`src/rtl/lcd_line_arbiter.sv`:
```
// Round-robin arbiter that lets NREQ sources each write one 16-character line
// into the shared 32-byte LCD buffer, then holds that line for HOLD cycles.
module lcd_line_arbiter #(
    parameter int NREQ   = 4,
    parameter int HOLD   = 50_000_000,
    parameter int HOLD_W = 26
) (
    input  logic                clk,
    input  logic                rst,
    input  logic [NREQ-1:0]     req,
    input  logic [NREQ-1:0]     line,
    input  logic [8*NREQ-1:0]   chr_data,
    output logic [NREQ-1:0]     gnt,
    output logic [3:0]          chr_idx,
    output logic [NREQ-1:0]     done,
    output logic                busy,
    output logic                W,
    output logic [4:0]          WADD,
    output logic [7:0]          DIN
);

    localparam int IDX_W = (NREQ > 1) ? $clog2(NREQ) : 1;

    typedef enum logic [1:0] {IDLE, WRITE, DONE} state_t;

    state_t             state_reg;
    logic [NREQ-1:0]    gnt_reg;
    logic [NREQ-1:0]    done_reg;
    logic [3:0]         chr_idx_reg;
    logic               w_reg;
    logic [4:0]         wadd_reg;
    logic [7:0]         din_reg;
    logic [IDX_W-1:0]   rr_ptr_reg;
    logic [IDX_W-1:0]   sel_reg;
    logic               sel_line_reg;
    logic [HOLD_W-1:0]  hold_cnt_reg [2];

    logic [NREQ-1:0]    eligible;
    logic [NREQ-1:0]    elig_rot;
    logic [IDX_W-1:0]   cand [NREQ];
    logic [7:0]         chr_arr [NREQ];
    logic               pick_found;
    logic [IDX_W-1:0]   pick_idx;
    logic [IDX_W-1:0]   rr_next;

    // cand[k] is the requester visited k-th in the scan starting at rr_ptr
    generate
        for (genvar gi = 0; gi < NREQ; gi++) begin : g_req
            assign eligible[gi] = req[gi] && (hold_cnt_reg[line[gi]] == '0);
            assign cand[gi]     = IDX_W'((int'(rr_ptr_reg) + gi) % NREQ);
            assign elig_rot[gi] = eligible[cand[gi]];
            assign chr_arr[gi]  = chr_data[8*gi +: 8];
        end
    endgenerate

    always_comb begin
        pick_found = 1'b0;
        pick_idx   = '0;
        for (int k = NREQ - 1; k >= 0; k--) begin
            if (elig_rot[k]) begin
                pick_found = 1'b1;
                pick_idx   = cand[k];
            end
        end
    end

    assign rr_next = (sel_reg == IDX_W'(NREQ - 1)) ? '0 : sel_reg + 1'b1;

    always_ff @(posedge clk) begin
        if (rst) begin
            state_reg    <= IDLE;
            gnt_reg      <= '0;
            done_reg     <= '0;
            chr_idx_reg  <= '0;
            w_reg        <= 1'b0;
            wadd_reg     <= '0;
            din_reg      <= '0;
            rr_ptr_reg   <= '0;
            sel_reg      <= '0;
            sel_line_reg <= 1'b0;
        end else begin
            case (state_reg)
                IDLE: begin
                    done_reg <= '0;
                    w_reg    <= 1'b0;
                    if (pick_found) begin
                        sel_reg      <= pick_idx;
                        sel_line_reg <= line[pick_idx];
                        gnt_reg      <= NREQ'(1) << pick_idx;
                        chr_idx_reg  <= '0;
                        state_reg    <= WRITE;
                    end
                end
                WRITE: begin
                    // chr_data answers the chr_idx presented this cycle
                    w_reg    <= 1'b1;
                    wadd_reg <= {sel_line_reg, chr_idx_reg};
                    din_reg  <= chr_arr[sel_reg];
                    if (chr_idx_reg == 4'd15) begin
                        gnt_reg   <= '0;
                        done_reg  <= NREQ'(1) << sel_reg;
                        state_reg <= DONE;
                    end else begin
                        chr_idx_reg <= chr_idx_reg + 4'd1;
                    end
                end
                DONE: begin
                    done_reg   <= '0;
                    w_reg      <= 1'b0;
                    rr_ptr_reg <= rr_next;
                    state_reg  <= IDLE;
                end
                default: state_reg <= IDLE;
            endcase
        end
    end

    // Per-line hold timers; the reload on completion beats the decrement
    generate
        for (genvar gi = 0; gi < 2; gi++) begin : g_hold
            always_ff @(posedge clk) begin
                if (rst) begin
                    hold_cnt_reg[gi] <= '0;
                end else if (state_reg == DONE && sel_line_reg == 1'(gi)) begin
                    hold_cnt_reg[gi] <= HOLD_W'(HOLD);
                end else if (hold_cnt_reg[gi] != '0) begin
                    hold_cnt_reg[gi] <= hold_cnt_reg[gi] - 1'b1;
                end
            end
        end
    endgenerate

    assign gnt     = gnt_reg;
    assign done    = done_reg;
    assign chr_idx = chr_idx_reg;
    assign busy    = (state_reg != IDLE);
    assign W       = w_reg;
    assign WADD    = wadd_reg;
    assign DIN     = din_reg;

endmodule

```
`config.mk`:
```
export PLATFORM = sky130hd
export DESIGN_NAME = lcd_line_arbiter
export DESIGN_NICKNAME = d
export VERILOG_FILES = /design/src/rtl/lcd_line_arbiter.sv
export SDC_FILE = /design/constraint.sdc
export NUM_CORES = 1
export LEC_CHECK = 0
export ABC_AREA = 1
export BUFFER_PORTS_ARGS = -buffer_cell sky130_fd_sc_hd__buf_2
export CAP_MARGIN = 5
export CORE_AREA = 2 2 97 99
export DETAILED_ROUTE_END_ITERATION = 10
export DIE_AREA = 0 0 99 101
export HOLD_SLACK_MARGIN = 0.15
export PLACE_DENSITY = 0.81
export SLEW_MARGIN = 40
export SYNTH_ARGS = -nofsm -noshare
export SYNTH_HDL_FRONTEND = slang
export SYNTH_SLANG_ARGS = --single-unit
```
`constraint.sdc`:
```
create_clock -name clk -period 3.15 [get_ports clk]
set_input_delay 0.315 -clock clk [delete_from_list [all_inputs] [get_ports clk]]
set_output_delay 0.315 -clock clk [all_outputs]
set_load 0.01 [all_outputs]
```
==> reports/qor.yml, run 1 <==
run_status:
  status: "complete, no violations"
yosys:
  ys.flop_type: "edfxtp_1"
  ys_ff_latch: 85
  synth_most_common_cell: "nor2_1"
  synth_edf_count: 52
  synth_cell_types: 42
  syn_area_sq_um: 5120
  yosysTopAreaCellShare: 0.305
  ys_top_cells_by_area: "edfxtp_1 31%, dfxtp_1 13%, nor2_1 11%"
  ys_top_cells_by_count: "146 x nor2_1, 137 x nand2_1, 72 x inv_1"
  synthesis.nets: 748
  ys_warn_count: 0
  syn_inst: 699
  postSynthAreaPerCell_sq_um: 7.32
  seq_area_frac_synth: 0.434
  async_flop_share: 0
  yosysTopAreaCell: "edfxtp_1"
timing:
  setup_slack_ns: 0.386
  fin_setup_tns_ns: 0
  clock-skew-final_ns: 0.0129
  fin_crit_ns: 2.76
  finalCritPeriodShare: 0.878
  tightest_slew_ns: 0.618
  final_hold_viol_count: 0
  max_clock_freq_ghz: 0.362
  rsz0062_at_grt: "no"
  setup_viol: 0
  slew_viol_final: 0
  slew_headroom: 0.586
global_route:
  grt_max_degree: 23
  grt.overflow.total: 0
  grt.total_usage: 0.234
  antenna_found_initial: 1
  grt_pass1_vias: 4413
  grt_pass1_wl_um: 19200
critical_path:
  path_class: "reg -> reg"
  cp.arrival_ns: 2.87
  startpoint_type: "flip-flop"
  critical_path.max_fanout: 13
  cp-end-kind: "flip-flop"
  required_ns: 3.26
floorplanning:
  num_io_pins: 69
  fp.dieH_um: 101
  die_w_um: 99
  rows: 35
  die-area_sq_um: 10000
  initial_core_util: 0.570
  core_area_sq_um: 8980
cells_and_area:
  largest_reg_flops: 52
  multiInputGateArea_sq_um: 2540
  final.fill_count: 751
  num_antenna_cells: 0
  drive_above_1_share: 0.186
  nets: 820
  fin_area_sq_um: 5800
  regArea_sq_um: 2220
  syn_to_final_growth_pct: 13.3
  fin_util: 0.646
clocking:
  cts_hold_buffers: 0
  cts-root-buf: "clkbuf_8"
  tritoncts: "yes"
  clock-sinks: 85
  clk_path_buf_depth: 2
  post_cts_buffers: 0
  cts_buffers: 9
  path_clk_slew_ns: 0.09
  cts_resized: 0
  insertion_delay_ns: 0.36
  htree_levels: 3
detailed_routing:
  drcViolationCount: 0
  finalWirelength_um: 11700
  dr.pass1.iters: 5
  postRouteAntennaNets: 0
  wl_per_cell_um: 13.2
  dr.first_iter.drc_count: 417
  via_count: 4835
  viasPerCell: 5.45
power_and_ir_drop:
  power.total_w: 0.00434
  p_leak_nw: 2.75
  p_seq_frac: 0.399
  p_comb_frac: 0.419
  clkPwrFrac: 0.182
  swShare: 0.423
  power.switching_w: 0.00183
  intPower_w: 0.00250
  power_density_nw_per_um2: 748
  peakVddDrop_v: 0.000390
place:
  place_area_sq_um: 5600
  io_buffers: 68
  preCtsSetupSlack_ns: 0.221
  routabilityCongestion: 0.938
  hpwl_um: 8630
min_path:
  min_path_type: "in -> reg"
flow_run:
  max_cap_viol_count: 0
==> layout make-up <==
cell class | instances | area share
Clock buffer | 9 | 0.0214
Inverter | 79 | 0.0511
Timing Repair Buffer | 76 | 0.0691
Multi-Input combinational cell | 520 | 0.438
Clock inverter | 7 | 0.0127
Sequential cell | 85 | 0.383
Tap cell | 111 | 0.0240
==> stage by stage <==
stage,hold slack (ns),cells
finish,0.316,887
floorplan,0.455,699
CTS,0.316,887
global route,0.355,887
global placement,0.448,871
detailed placement,0.452,871
==> layout by cell type (no fill, tap or decap), drive strengths merged, types with 5 or more instances in the layout <==
| cell | n |
|---|---|
| o21ai | 59 |
| nand2 | 155 |
| ha | 7 |
| xor2 | 5 |
| edfxtp | 52 |
| or2 | 6 |
| clkinv | 7 |
| xnor2 | 9 |
| o22ai | 8 |
| nor2 | 159 |
| buf | 76 |
| a31oi | 7 |
| nor3 | 10 |
| nand3 | 33 |
| nand4 | 7 |
| inv | 77 |
| clkbuf | 9 |
| dfxtp | 33 |
| a21oi | 38 |
==> per-layer routing <==
| metal | global-route usage | part of all wire |
|---|---|---|
| met1 | 0.291 | 0.45 |
| met2 | 0.407 | 0.48 |
| met3 | 0.0485 | 0.055 |
| met4 | 0.0780 | 0.014 |
| met5 | 0 | 0.00094 |
==> power groups by stage <==
stage | Combinational [W] | Clock (W) | Sequential (W)
after floorplan | 0.00136 | 0 | 0.00171
after global placement | 0.00176 | 0 | 0.00173
after detailed placement | 0.00179 | 0 | 0.00175
after CTS | 0.00181 | 0.000793 | 0.00172
after global routing | 0.00207 | 0.000828 | 0.00177
final | 0.00182 | 0.000788 | 0.00173
==> worst paths after layout <==
check | startpoint | to | slack, ns | depth (start not counted)
worst max register to register | hold_cnt_reg[0][0] | hold_cnt_reg[0][3] | 0.39 | 17
worst min register to register | gnt[3] | gnt[3] | 0.48 | 2
worst min-delay path | chr_data[1] | DIN[1] | 0.32 | 5
worst max-delay path | hold_cnt_reg[0][0] | hold_cnt_reg[0][3] | 0.39 | 17
==> worst max-delay path, stage by stage (launching register included) <==
cell and delay, ns:
edfxtp_1 0.44, inv_1 0.09, ha_1 0.20, nand2_1 0.08, nor2_1 0.12, inv_1 0.08
nor2_1 0.12, inv_1 0.07, nor2_1 0.13, inv_1 0.07, nor2_1 0.12, nand2_1 0.08
nor2_1 0.17, and3_1 0.23, nor2_2 0.12, inv_2 0.17, buf_4 0.17, a21oi_1 0.05
==> logic make-up (layout without fill, tap and decap cells) <==
logic type	after synthesis	after routing	share of synthesized area
AO/OA/AOI/OAI	120	120	0.132
XOR/XNOR	14	14	0.0240
AND/OR/NAND/NOR	379	379	0.323
flip-flops	85	85	0.434
adder cells (fa/ha/maj)	7	7	0.0171
buffers and inverters	94	171	0.0699
Power figures use the tool's default switching activity.
==> run 2, diff against run 1 <==
--- a/config.mk
+++ b/config.mk
@@ -13,6 +13,7 @@
 export DIE_AREA = 0 0 99 101
 export HOLD_SLACK_MARGIN = 0.15
 export PLACE_DENSITY = 0.81
+export REMOVE_ABC_BUFFERS = 1
 export SLEW_MARGIN = 40
 export SYNTH_ARGS = -nofsm -noshare
 export SYNTH_HDL_FRONTEND = slang
==> run 2 against run 1 <==
Die area stayed put. Worst setup slack better by 0.058 ns. Core utilization about the same. First-iteration DRC count down 56%. Hold slack gained 0.0080 ns. Register-to-register slack improved by 0.06 ns.
==> reports/qor.yml, run 2 (synthesis results as in run 1) <==
cells_and_area:
  syn_to_final_growth_pct: 13.3
  drive_above_1_share: 0.184
  largest_reg_flops: 52
  num_antenna_cells: 0
  multiInputGateArea_sq_um: 2540
  nets: 823
  final.fill_count: 780
  final_common_cell: "nor2_1"
  regArea_sq_um: 2220
  layout_common_cells: "146 x nor2_1, 137 x nand2_1, 71 x inv_1, 68 x buf_2, 57 x o21ai_0"
global_route:
  grt.overflow.total: 0
  grt_pass1_vias: 4630
  grt_max_degree: 23
  antenna_found_initial: 0
  grt_pass1_wl_um: 19800
  grt.total_usage: 0.241
clocking:
  cts_hold_buffers: 0
  cts-root-buf: "clkbuf_8"
  path_clk_slew_ns: 0.09
  cts_buffers: 9
  insertion_delay_ns: 0.35
  tritoncts: "yes"
  cts_resized: 0
  post_cts_buffers: 0
  clock-sinks: 85
  clk_path_buf_depth: 2
  htree_levels: 3
critical_path:
  reg2reg_slack_ns: 0.44
  cp-end-kind: "flip-flop"
  cp_cell_sequence: "inv_1 -> ha_1 -> nand2_1 -> nor2_1 -> inv_1 -> nor2_1 -> inv_1 -> nor2_1 -> inv_1 -> nor2_1 -> nand2_1 -> nor2_1 -> and3_1 -> nor2_1 -> inv_2 -> a21oi_1 -> o21ai_0 -> nand2_1"
  startpoint_type: "flip-flop"
  required_ns: 3.24
  slowest_delay_ns: 0.43
  cp_common_cell: "nor2_1"
  crit_slowest_cell: "edfxtp_1"
  cp.arrival_ns: 2.79
  crit_family: "simple AND/OR/NAND/NOR gates"
  path_class: "reg -> reg"
  critical_path.max_fanout: 9
  critical_path_buf_inv_count: 5
power_and_ir_drop:
  peakVddDrop_v: 0.000503
  p_leak_nw: 2.76
  power.total_w: 0.00428
  power_density_nw_per_um2: 738
detailed_routing:
  dr.first_iter.drc_count: 183
  viasPerCell: 5.38
  via_count: 4785
  wl_per_cell_um: 13.3
  drcViolationCount: 0
  finalWirelength_um: 11800
  postRouteAntennaNets: 0
  dr.pass1.iters: 5
timing:
  rsz0062_at_grt: "no"
  finalCritPeriodShare: 0.859
  tightest_slew_ns: 0.634
  clock-skew-final_ns: 0.0119
  slew_headroom: 0.573
  fin_setup_tns_ns: 0
  fin_crit_ns: 2.71
  setup_viol: 0
  max_clock_freq_ghz: 0.370
  final_hold_viol_count: 0
  slew_viol_final: 0
floorplanning:
  fp.dieH_um: 101
  num_io_pins: 69
  initial_core_util: 0.570
  die_w_um: 99
  rows: 35
  die-area_sq_um: 10000
  core_area_sq_um: 8980
min_path:
  min_path_type: "in -> reg"
flow_run:
  max_cap_viol_count: 0
place:
  io_buffers: 68
  routabilityCongestion: 0.943
  hpwl_um: 8860
run_status:
  status: "complete, no violations"
[run 2: cell count changes in the layout (fill, tap and decap cells not counted), moves of 2 or more]
| cell | change |
|---|---|
| clkbuf_1 | +2 |
| nor2_2 | -2 |
| clkinv_4 | -2 |
| nor2_1 | +2 |
| buf_4 | +3 |
[run 2: where the power goes]
part,internal (W),switching [W]
Sequential,0.00150,0.000236
Clock,0.000332,0.000382
Combinational,0.000640,0.00119
Total,0.00247,0.00181
[run 2: cell type report]
type	instances	share of cell area
Clock buffer	12	0.0270
Clock inverter	4	0.00367
Inverter	79	0.0512
Multi-Input combinational cell	520	0.438
Sequential cell	85	0.383
Tap cell	111	0.0240
Timing Repair Buffer	79	0.0730
[run 2: path summary, 6_finish.rpt]
check | start | end | cells after the start
setup / recovery | hold_cnt_reg[0][0] | hold_cnt_reg[0][17] | 18
hold / removal | chr_data[4] | DIN[4] | 5
setup reg to reg | hold_cnt_reg[0][0] | hold_cnt_reg[0][17] | 18
hold reg to reg | gnt[2] | gnt[2] | 2
[run 2: worst reg2reg max path: stages (launching register included)]
cell and delay [ns]:
edfxtp_1 0.43, inv_1 0.09, ha_1 0.20, nand2_1 0.08
nor2_1 0.12, inv_1 0.08, nor2_1 0.13, inv_1 0.07
nor2_1 0.14, inv_1 0.07, nor2_1 0.12, nand2_1 0.09
nor2_1 0.17, and3_1 0.21, nor2_1 0.06, inv_2 0.14
a21oi_1 0.06, o21ai_0 0.08, nand2_1 0.08
[run 2: routing by layer]
metal  share of wire  track usage
met3           0.046       0.0437
met4           0.023       0.0927
met5               0            0
met2            0.49        0.416
met1            0.44        0.300
[run 2: through the flow]
step / setup slack (ns) / instances / util / hold slack [ns] / instance area (sq um)
5_1_grt: 0.0433 / 890 / 0.646 / 0.343 / 5800
3_5_place_dp: 0.396 / 874 / 0.626 / 0.465 / 5620
2_1_floorplan: 0.321 / 684 / - / 0.377 / 5060
6_report: 0.444 / 890 / 0.646 / 0.324 / 5800
4_1_cts: 0.373 / 890 / 0.646 / 0.316 / 5800
3_3_place_gp: 0.553 / 874 / 0.626 / 0.454 / 5620
==> run 3, diff against run 2 <==
--- a/config.mk
+++ b/config.mk
@@ -8,12 +8,13 @@
 export ABC_AREA = 1
 export BUFFER_PORTS_ARGS = -buffer_cell sky130_fd_sc_hd__buf_2
 export CAP_MARGIN = 5
-export CORE_AREA = 2 2 97 99
+export CORE_AREA = 2 2 107 109
 export DETAILED_ROUTE_END_ITERATION = 10
-export DIE_AREA = 0 0 99 101
+export DIE_AREA = 0 0 109 111
 export HOLD_SLACK_MARGIN = 0.15
-export PLACE_DENSITY = 0.81
+export PLACE_DENSITY = 0.69
 export REMOVE_ABC_BUFFERS = 1
+export SETUP_SLACK_MARGIN = 0.1
 export SLEW_MARGIN = 40
 export SYNTH_ARGS = -nofsm -noshare
 export SYNTH_HDL_FRONTEND = slang
==> constraint.sdc (replaced) <==
create_clock -name clk -period 3.15 [get_ports clk]
set_input_delay 0 -clock clk [delete_from_list [all_inputs] [get_ports clk]]
set_output_delay 0 -clock clk [all_outputs]
set_load 0.01 [all_outputs]
==> run 3 against run 2 <==
Global-route usage decreased by 2.8 points. Sequential power hardly changed. Final cell count rose by 6.0%. Combinational power increased by 5%. Power increased by 9.6%. First-iteration DRC count up 61%. Critical path type unchanged. Hold slack lost 0.092 ns. Maximum frequency is 1.6% higher. Core utilization down 9.0 points. Largest cell class unchanged. Via count increased by 1.7%.
==> reports/qor.yml, run 3 (synthesis results as in run 1) <==
cells_and_area:
  fin_area_sq_um: 6160
  largest_reg_flops: 52
  num_antenna_cells: 0
  nets: 844
  multiInputGateArea_sq_um: 2540
  layout_common_cells: "146 x nor2_1, 137 x nand2_1, 71 x inv_1, 68 x buf_2, 57 x o21ai_0"
  syn_to_final_growth_pct: 20.3
  regArea_sq_um: 2220
  drive_above_1_share: 0.183
  final.fill_count: 1021
  final_common_cell: "nor2_1"
critical_path:
  reg2reg_slack_ns: 0.49
  cp-end-kind: "flip-flop"
  path_class: "reg -> reg"
  cp.arrival_ns: 2.75
  crit_slowest_cell: "edfxtp_1"
  path_depth: 15
  r2r_start: "hold_cnt_reg[0][0]"
  startpoint_type: "flip-flop"
  required_ns: 3.24
  regToRegEndpoint: "hold_cnt_reg[0][13]"
  critical_path.max_fanout: 14
  cp_common_cell: "nor2_1"
  slowest_delay_ns: 0.43
  critical_path_buf_inv_count: 5
  crit_family: "simple AND/OR/NAND/NOR gates"
  cp-startpoint: "hold_cnt_reg[0][0]"
  r2r_cells: 15
  cp_cell_sequence: "inv_1 -> ha_1 -> nand2_1 -> nor2_1 -> inv_1 -> nor2_1 -> inv_1 -> nor2_1 -> inv_1 -> nor2_1 -> nand2_1 -> nor2_1 -> and3_1 -> nand3_1 -> buf_4"
  endpoint: "hold_cnt_reg[0][13]"
floorplanning:
  die_w_um: 109
  die-area_sq_um: 12100
  rows: 39
  num_io_pins: 69
  initial_core_util: 0.462
  fp.dieH_um: 111
  core_area_sq_um: 11100
clocking:
  clk_path_buf_depth: 2
  htree_levels: 3
  insertion_delay_ns: 0.34
  cts-root-buf: "clkbuf_16"
  clock-sinks: 85
  cts_buffers: 9
  tritoncts: "yes"
  path_clk_slew_ns: 0.07
global_route:
  grt.total_usage: 0.213
  grt_pass1_wl_um: 21000
  grt_max_degree: 23
  antenna_found_initial: 0
  grt.overflow.total: 0
  grt_pass1_vias: 4750
detailed_routing:
  finalWirelength_um: 12500
  postRouteAntennaNets: 0
  drcViolationCount: 0
  viasPerCell: 5.16
  via_count: 4867
  dr.first_iter.drc_count: 294
  dr.pass1.iters: 7
  wl_per_cell_um: 13.3
power_and_ir_drop:
  peakVddDrop_v: 0.000383
  power_density_nw_per_um2: 762
  p_leak_nw: 2.90
place:
  hpwl_um: 9210
  place_area_sq_um: 5670
  routabilityCongestion: 0.881
  preCtsSetupSlack_ns: 0.425
  io_buffers: 68
timing:
  clock-skew-final_ns: 0.0102
  fin_crit_ns: 2.66
  rsz0062_at_grt: "no"
  max_clock_freq_ghz: 0.375
  setup_slack_ns: 0.486
  tightest_slew_ns: 0.644
  final_hold_viol_count: 0
  slew_headroom: 0.569
  finalCritPeriodShare: 0.846
  slew_viol_final: 0
  fin_setup_tns_ns: 0
  setup_viol: 0
run_status:
  status: "complete, no violations"
min_path:
  min_path_type: "in -> reg"
flow_run:
  max_cap_viol_count: 0
-- run 3: cell types whose count changed in the layout (fill, tap and decap cells not counted), sizes merged --
cell,change
clkbuf,-2
clkinv,-2
buf,+1
dlygate4sd3,+20
inv,+4
-- run 3: area by class of cell --
class,instances,share of cell area
clock buffers,10,0.0388
clock inverters,6,0.00853
inverters,79,0.0482
multi-input cells,520,0.412
flip-flops and latches,85,0.361
well taps,143,0.0291
repair buffers,100,0.102
-- run 3: how the worst min path moves through the flow --
stage           startpoint           end  slack [ns]  cells after the start
2_1_floorplan          rst        gnt[0]        0.06                      1
3_3_place_gp   chr_data[3]        DIN[3]        0.37                      5
3_5_place_dp   chr_data[0]        DIN[0]        0.38                      5
4_1_cts            line[0]  sel_line_reg        0.23                      7
5_1_grt            line[0]  sel_line_reg        0.31                      7
6_report           line[0]  sel_line_reg        0.23                      7
-- run 3: timing repair --
action / in CTS / in global routing
setup endpoints to repair: 0 / 8
hold buffers: 20 / 0
endpoints found under the hold margin: 17 / 0
resized for setup: 0 / 1
setup buffers: 0 / 0
-- run 3: layer usage --
metal / vias up / track usage / part of all wire
li1: 2485 / - / -
met1: 2230 / 0.272 / 0.45
met2: 140 / 0.367 / 0.49
met3: 12 / 0.0429 / 0.053
met4: 0 / 0.0462 / 0.0061
met5: - / 0 / 0
-- run 3: tightest hold or removal path, delay by kind of cell --
kind                   cells  cell delay [ns]
AND/OR/NAND/NOR            5             0.38
buffers and inverters      2             0.16
-- run 3: through the flow --
stage,total power (W),util,hold WS (ns),cells
after CTS,0.00470,0.556,0.230,943
after detailed placement,0.00358,0.511,0.375,907
after global placement,0.00355,0.511,0.372,907
after floorplan,0.00306,-,0.0624,684
after global routing,0.00505,0.556,0.313,943
final,0.00469,0.556,0.231,943
-- run 3: report_power, final --
part | internal (W) | switching (W)
clock network | 0.000572 | 0.000467
registers | 0.00150 | 0.000225
logic | 0.000702 | 0.00123
total | 0.00277 | 0.00192
